`config.mk`:
```
export PLATFORM = sky130hd
export DESIGN_NAME = ad9364_sample_classifier
export DESIGN_NICKNAME = d
export VERILOG_FILES = /design/src/rtl/ad9364_rx_pattern_checker_pkg.sv /design/src/rtl/ad9364_sample_classifier.sv
export SDC_FILE = /design/constraint.sdc
export NUM_CORES = 1
export LEC_CHECK = 0
export BUFFER_PORTS_ARGS = -buffer_cell sky130_fd_sc_hd__buf_2
export CAP_MARGIN = 10
export CORE_UTILIZATION = 35
export DETAILED_ROUTE_END_ITERATION = 6
export PLACE_DENSITY = 0.6
export SLEW_MARGIN = 20
export SYNTH_ARGS = -nofsm -noshare
export SYNTH_HDL_FRONTEND = slang
export SYNTH_SLANG_ARGS = --single-unit
```
`constraint.sdc`:
```
create_clock -name clk_i -period 1.33 [get_ports clk_i]
set_clock_uncertainty 0.1 [all_clocks]
set_input_delay 0.266 -clock clk_i [delete_from_list [all_inputs] [get_ports clk_i]]
set_output_delay 0.266 -clock clk_i [all_outputs]
set_load 0.02 [all_outputs]
```
`src/rtl/ad9364_rx_pattern_checker_pkg.sv`:
```
// Shared constants for the AD9364 square-wave pattern path.
// Class codes, FSM states, default levels, tolerance helper.
package ad9364_rx_pattern_checker_pkg;

    localparam logic [1:0] CLS_NONE = 2'b00;
    localparam logic [1:0] CLS_A    = 2'b01;
    localparam logic [1:0] CLS_B    = 2'b10;
    localparam logic [1:0] CLS_BAD  = 2'b11;

    // Levels also driven by the TX pattern generator.
    localparam logic [11:0] LVL_HI = 12'h7FF;
    localparam logic [11:0] LVL_LO = 12'h800;

    typedef enum logic [0:0] {
        ST_SEARCH = 1'b0,
        ST_LOCKED = 1'b1
    } state_e;

    // |s - lvl| <= tol, both operands two's complement.
    // 13-bit difference cannot overflow; magnitude fits 13 bits.
    function automatic logic within_tol(
        input logic [11:0] s,
        input logic [11:0] lvl,
        input logic [11:0] tol
    );
        logic signed [12:0] d;
        logic        [12:0] mag;
        d   = $signed({s[11], s}) - $signed({lvl[11], lvl});
        mag = d[12] ? 13'(-d) : 13'(d);
        return (mag <= {1'b0, tol});
    endfunction

endpackage

```
`src/rtl/ad9364_sample_classifier.sv`:
```
// Stage 1: classify each valid I/Q sample as A, B or invalid.
// Ports: clk_i, rst_i, valid_i, i_i, q_i -> cls_o, cls_vld_o.
module ad9364_sample_classifier
    import ad9364_rx_pattern_checker_pkg::*;
#(
    parameter logic [11:0] LEVEL_A_I = LVL_HI,
    parameter logic [11:0] LEVEL_A_Q = LVL_HI,
    parameter logic [11:0] LEVEL_B_I = LVL_LO,
    parameter logic [11:0] LEVEL_B_Q = LVL_HI,
    parameter logic [11:0] TOLERANCE = 12'd0
) (
    input  logic        clk_i,
    input  logic        rst_i,
    input  logic        valid_i,
    input  logic [11:0] i_i,
    input  logic [11:0] q_i,
    output logic [1:0]  cls_o,
    output logic        cls_vld_o
);

    logic [1:0] cls_d, cls_q;
    logic       vld_q;
    logic       hit_a, hit_b;

    assign hit_a = within_tol(i_i, LEVEL_A_I, TOLERANCE)
                && within_tol(q_i, LEVEL_A_Q, TOLERANCE);
    assign hit_b = within_tol(i_i, LEVEL_B_I, TOLERANCE)
                && within_tol(q_i, LEVEL_B_Q, TOLERANCE);

    // A wins when the tolerance windows overlap.
    always_comb begin
        cls_d = CLS_BAD;
        if (hit_a)
            cls_d = CLS_A;
        else if (hit_b)
            cls_d = CLS_B;
    end

    always_ff @(posedge clk_i or posedge rst_i) begin
        if (rst_i) begin
            cls_q <= CLS_NONE;
            vld_q <= 1'b0;
        end else begin
            vld_q <= valid_i;
            if (valid_i)
                cls_q <= cls_d;
        end
    end

    assign cls_o     = cls_q;
    assign cls_vld_o = vld_q;

endmodule

```
==> flow_summary.ini, run 1 <==
[pwr]
clkPwrFrac = 0.274
p_per_area_mw_per_mm2 = 379
p_seq_frac = 0.098
report.power.total_uw = 961
switchingPower_uw = 360
swShare = 0.374
p_leak_uw = 0.00103
ir_drop_v = 0.000257
internal_power_uw = 601
pwr-share-comb = 0.628

[clocking]
h-tree-depth = 1
cts_tree = yes
clkSlewWorstSetupHoldPaths_ps = 30
cts.path.max_buffers = 2
numClockSinks = 3
cts_root_buffer = clkbuf_8
cts-buffers-inserted = 3
clk_latency_ps = 210

[place]
dp_cells = 369
dp_slack_ps = -1010
place.port_buffers = 29
place_congestion = 0.890
dp_hpwl_mm = 4.08

[timing]
finalSetupViolCount = 2
worst_slack_ps = -704
min_period_over_period = 1.53
rsz0062_at_grt = true
tightest_slew_ps = 329
hold_ws_ps = 201
finalMaxSlewViolations = 0
max_freq_mhz = 492
period_needed_ps = 2030
finalHoldViolations = 0
slew_headroom = 0.780

[routing]
num_vias = 2138
first_iter_violations = 133
first_pass_iters = 4
routed_wl_mm = 5.15
wire_per_inst_um = 13.7
route.detailed.drc = 0
ant_nets = 0
avgViaCountPerCell = 5.70

[logic_synthesis]
synth_seq_cells = 3
avgSynthCellArea_sq_um = 6.54
ys_warn_count = 0
synth_edf_count = 0
async_reset_ff_frac = 1.00
synth.net_count = 266
ys_types = 61
synthCells = 234
seq_area_frac_synth = 0.0490
netlist_area_sq_mm = 0.00153
synthFlopType = dfrtp_1

[setup_path]
worst_ep_required_time_ps = 1320
crit_chain = buf_8 -> inv_4 -> ha_4 -> nand2b_4 -> or3_1 -> o41a_1 -> o311ai_2 -> nand4b_1 -> a2111oi_4 -> a21oi_1
cp-start-kind = primary input
crit_fanout = 5
end_kind = flop
critPathTopFamily = compound AO/OA/AOI/OAI gates
worst-path-buf-inv = 2
slowest_delay_ps = 300
path_class = primary input to flop
cp_data_arrival_time_ps = 2020
crit_path_top_delay_cell = or3_1

[floorplan]
die_area_sq_mm = 0.00464
fp.dieH_um = 68.2
rows = 23
die_w_um = 68.2
core_region_area_sq_mm = 0.00409
ioPinCount = 30
start_util = 0.375

[grt]
grt_pass1_wl_mm = 8.40
grt_max_degree = 13
grt.total_usage = 0.229
antenna_found_initial = 0
globalRouteOverflowTotal = 0
grt_pass1_vias = 1914

[cells_and_area]
diodes = 0
layout_common_cells = buf_4, buf_2, nor2_1
fin_nets = 358
drive_gt1_frac = 0.452
area_delta_synth_final_pct = 65.4
multi_input_area_sq_mm = 0.00152
fin_cells = 375
final_common_cell = buf_4
seq_area_sq_um = 75.1
fill_cells = 377
utilization = 0.620

[run_status]
violations = negative setup slack
status = finished with violations

[min_path]
hp-class = primary input to flop

[run]
max-cap-violations = 0
[Yosys cell counts, drive strengths merged (5+ instances only)]
library cell / number / area [sq um]
nand4: 11 / 68.8
nor4: 5 / 31.3
and3: 9 / 56.3
clkbuf: 8 / 30.0
nor3: 8 / 40.0
ha: 5 / 62.6
a21oi: 13 / 65.1
nand3: 15 / 80.1
nand2: 15 / 56.3
xnor2: 9 / 78.8
buf: 11 / 63.8
inv: 12 / 45.0
or3: 6 / 37.5
o21ai: 11 / 55.1
o211ai: 5 / 37.5
nor2: 17 / 63.8
[metal layers]
| metal | up-vias | GRT usage | part of all wire |
|---|---|---|---|
| met5 | - | 0 | 0 |
| met4 | 0 | 0.0234 | 0.0060 |
| li1 | 1086 | - | - |
| met1 | 978 | 0.353 | 0.50 |
| met3 | 4 | 0.0250 | 0.060 |
| met2 | 70 | 0.342 | 0.43 |
[through the flow]
stage | instance area [sq um] | setup TNS [ps]
global placement | 2320 | -1980
global route | 2530 | -1580
floorplan | 1660 | -1380
finish | 2530 | -1340
CTS | 2500 | -1320
detailed placement | 2320 | -2010
[cell families (layout without fill, tap and decap cells)]
family / count (synthesis) / count (layout) / synth area share
compound gates: 69 / 69 / 0.327
xor+xnor: 10 / 10 / 0.0572
fa+ha+maj: 5 / 5 / 0.0408
buf+inv: 31 / 122 / 0.0907
flops: 3 / 3 / 0.0490
mux: 5 / 5 / 0.0335
simple gates: 111 / 111 / 0.402
[layout make-up]
class	count	area share
timing repair buffer	106	0.309
sequential	3	0.0296
inverter	12	0.0198
multi-input combinational	200	0.600
clock buffer	4	0.0178
tap	50	0.0247
[worst paths after layout]
path / end / startpoint / slack [ps] / cells past startpoint
max: cls_o[1]$_DFFE_PP0P_ / i_i[1] / -700 / 10
min: cls_vld_o$_DFF_PP0_ / valid_i / 200 / 2
max reg2reg: cls_o[1]$_DFFE_PP0P_ / cls_o[1]$_DFFE_PP0P_ / 560 / 2
min reg2reg: cls_o[1]$_DFFE_PP0P_ / cls_o[1]$_DFFE_PP0P_ / 440 / 2
max in group asynchronous: cls_vld_o$_DFF_PP0_ / rst_i / 630 / 3
min in group asynchronous: cls_o[0]$_DFFE_PP0P_ / rst_i / 370 / 3
[state kept, by name, indices dropped and copies added (netlist names)]
name,count
cls_o,2
cls_vld_o,1
[what timing repair did]
item,CTS,global route
hold buffers,1,0
gates resized for setup,27,8
setup endpoints to repair,2,2
hold endpoints to repair,3,0
setup buffers,1,0
pin swaps,18,2
[worst reg2reg max path, delay by kind of cell, from the launching register on]
family | cells | cell delay (ps)
DFF | 1 | 370
and+or+nand+nor | 1 | 130
AOI/OAI and AO/OA | 1 | 50
[power groups by stage]
| stage | registers, uW | logic (uW) | clock network, uW |
|---|---|---|---|
| 2_1_floorplan | 96.9 | 291 | 0 |
| 3_3_place_gp | 94.8 | 545 | 0 |
| 3_5_place_dp | 94.9 | 549 | 0 |
| 4_1_cts | 93.9 | 584 | 270 |
| 5_1_grt | 94.1 | 657 | 275 |
| 6_report | 93.8 | 604 | 263 |
Note: power is estimated with default switching activity, not from simulation.
==> run 2: changes to the inputs <==
--- a/config.mk
+++ b/config.mk
@@ -5,11 +5,11 @@
 export SDC_FILE = /design/constraint.sdc
 export NUM_CORES = 1
 export LEC_CHECK = 0
-export BUFFER_PORTS_ARGS = -buffer_cell sky130_fd_sc_hd__buf_2
 export CAP_MARGIN = 10
 export CORE_UTILIZATION = 35
 export DETAILED_ROUTE_END_ITERATION = 6
-export PLACE_DENSITY = 0.6
+export DONT_BUFFER_PORTS = 1
+export PLACE_DENSITY = 0.54
 export SLEW_MARGIN = 20
 export SYNTH_ARGS = -nofsm -noshare
 export SYNTH_HDL_FRONTEND = slang
==> flow_summary.ini, run 2 (synthesis results as in run 1) <==
[setup_path]
crit_fanout = 12
crit_chain = ha_4 -> or4_4 -> a21boi_2 -> a2bb2oi_2 -> o2111ai_4 -> nor4_4 -> a21oi_1
cp_data_arrival_time_ps = 1870
slowest_delay_ps = 510
crit_path_top_delay_cell = or4_4
ff2ff_setup_slack_ps = 450
cp-start-kind = primary input
end_kind = flop
path_class = primary input to flop
worst_ep_required_time_ps = 1310

[place]
dp_cells = 309
dp_slack_ps = -856
dp_hpwl_mm = 3.83
place_congestion = 0.853
post_dp_cell_area_sq_mm = 0.00193
place.port_buffers = 0

[run]
max-cap-violations = 0

[pwr]
ir_drop_v = 0.000232
p_per_area_mw_per_mm2 = 345
p_leak_uw = 0.000763

[routing]
num_vias = 1896
avgViaCountPerCell = 5.98
first_pass_iters = 4
first_iter_violations = 113
ant_nets = 0
routed_wl_mm = 5.03
wire_per_inst_um = 15.9
route.detailed.drc = 0

[timing]
worst_slack_ps = -554
slew_headroom = 0.700
max_freq_mhz = 531
hold_ws_ps = 121
finalMaxSlewViolations = 0
rsz0062_at_grt = true
finalSetupTns_ps = -1110
min_period_over_period = 1.42
period_needed_ps = 1880
finalSetupViolCount = 2
finalHoldViolations = 0
tightest_slew_ps = 447

[floorplan]
fp.dieH_um = 68.2
start_util = 0.375
ioPinCount = 30
die_w_um = 68.2
core_region_area_sq_mm = 0.00409
rows = 23
die_area_sq_mm = 0.00464

[cells_and_area]
final_common_cell = buf_4
diodes = 0
fin_area_sq_mm = 0.00216
area_delta_synth_final_pct = 40.8
drive_gt1_frac = 0.326
fin_cells = 317
layout_common_cells = buf_4, nor2_1, nand2_1
fin_nets = 300
largest_register_ffs = 2

[grt]
antenna_found_initial = 0
globalRouteOverflowTotal = 0
grt_pass1_wl_mm = 7.98
grt_max_degree = 16
grt.total_usage = 0.219
grt_pass1_vias = 1687

[clocking]
clkSlewWorstSetupHoldPaths_ps = 30
cts-buffers-inserted = 3
cts.path.max_buffers = 2
cts_root_buffer = clkbuf_8
clk_latency_ps = 210
cts_tree = yes
numClockSinks = 3
h-tree-depth = 1

[min_path]
hp-class = primary input to flop

[run_status]
violations = negative setup slack
status = finished with violations
[run 2: final timing paths]
| kind | cells after the start | end | startpoint |
|---|---|---|---|
| min in group asynchronous | 2 | cls_vld_o$_DFF_PP0_ | rst_i |
| min reg2reg | 2 | cls_o[0]$_DFFE_PP0P_ | cls_o[0]$_DFFE_PP0P_ |
| max reg2reg | 2 | cls_o[1]$_DFFE_PP0P_ | cls_o[1]$_DFFE_PP0P_ |
| max | 7 | cls_o[1]$_DFFE_PP0P_ | q_i[0] |
| max in group asynchronous | 2 | cls_o[0]$_DFFE_PP0P_ | rst_i |
| min | 2 | cls_o[0]$_DFFE_PP0P_ | valid_i |
[run 2: through the flow]
stage,power [uW],util
global placement,441,0.473
finish,745,0.528
floorplan,388,-
global route,796,0.528
CTS,723,0.501
detailed placement,440,0.473
[run 2: critical path, delay by kind of cell]
family                   cells  cell delay [ps]
AND/OR/NAND/NOR              2              820
AO/OA/AOI/OAI                4              630
adder cells (fa/ha/maj)      1              150
[run 2: final cells by class]
type | instances | area (sq um)
Fill cell | 415 | 1930
Multi-Input combinational cell | 200 | 1550
Tap cell | 50 | 62.6
Timing Repair Buffer | 48 | 373
Inverter | 12 | 55.1
Sequential cell | 3 | 75.1
Clock buffer | 4 | 45.0
[run 2: power by group]
group	total (uW)	switching [uW]	internal (uW)
sequential	96.1	2.56	93.6
clock	259	55.2	204
combinational	390	185	204
[run 2: timing repair]
action,in CTS,in global routing
hold buffers,2,0
resized for setup,10,20
pin swaps,19,14
setup endpoints to repair,2,2
setup buffers,1,1
hold endpoints to repair,4,0
[run 2: per-layer routing]
metal  global-route usage  share of wire
met2                0.322           0.43
met5                    0              0
met4              0.00781              0
met1                0.342           0.52
met3               0.0367          0.050
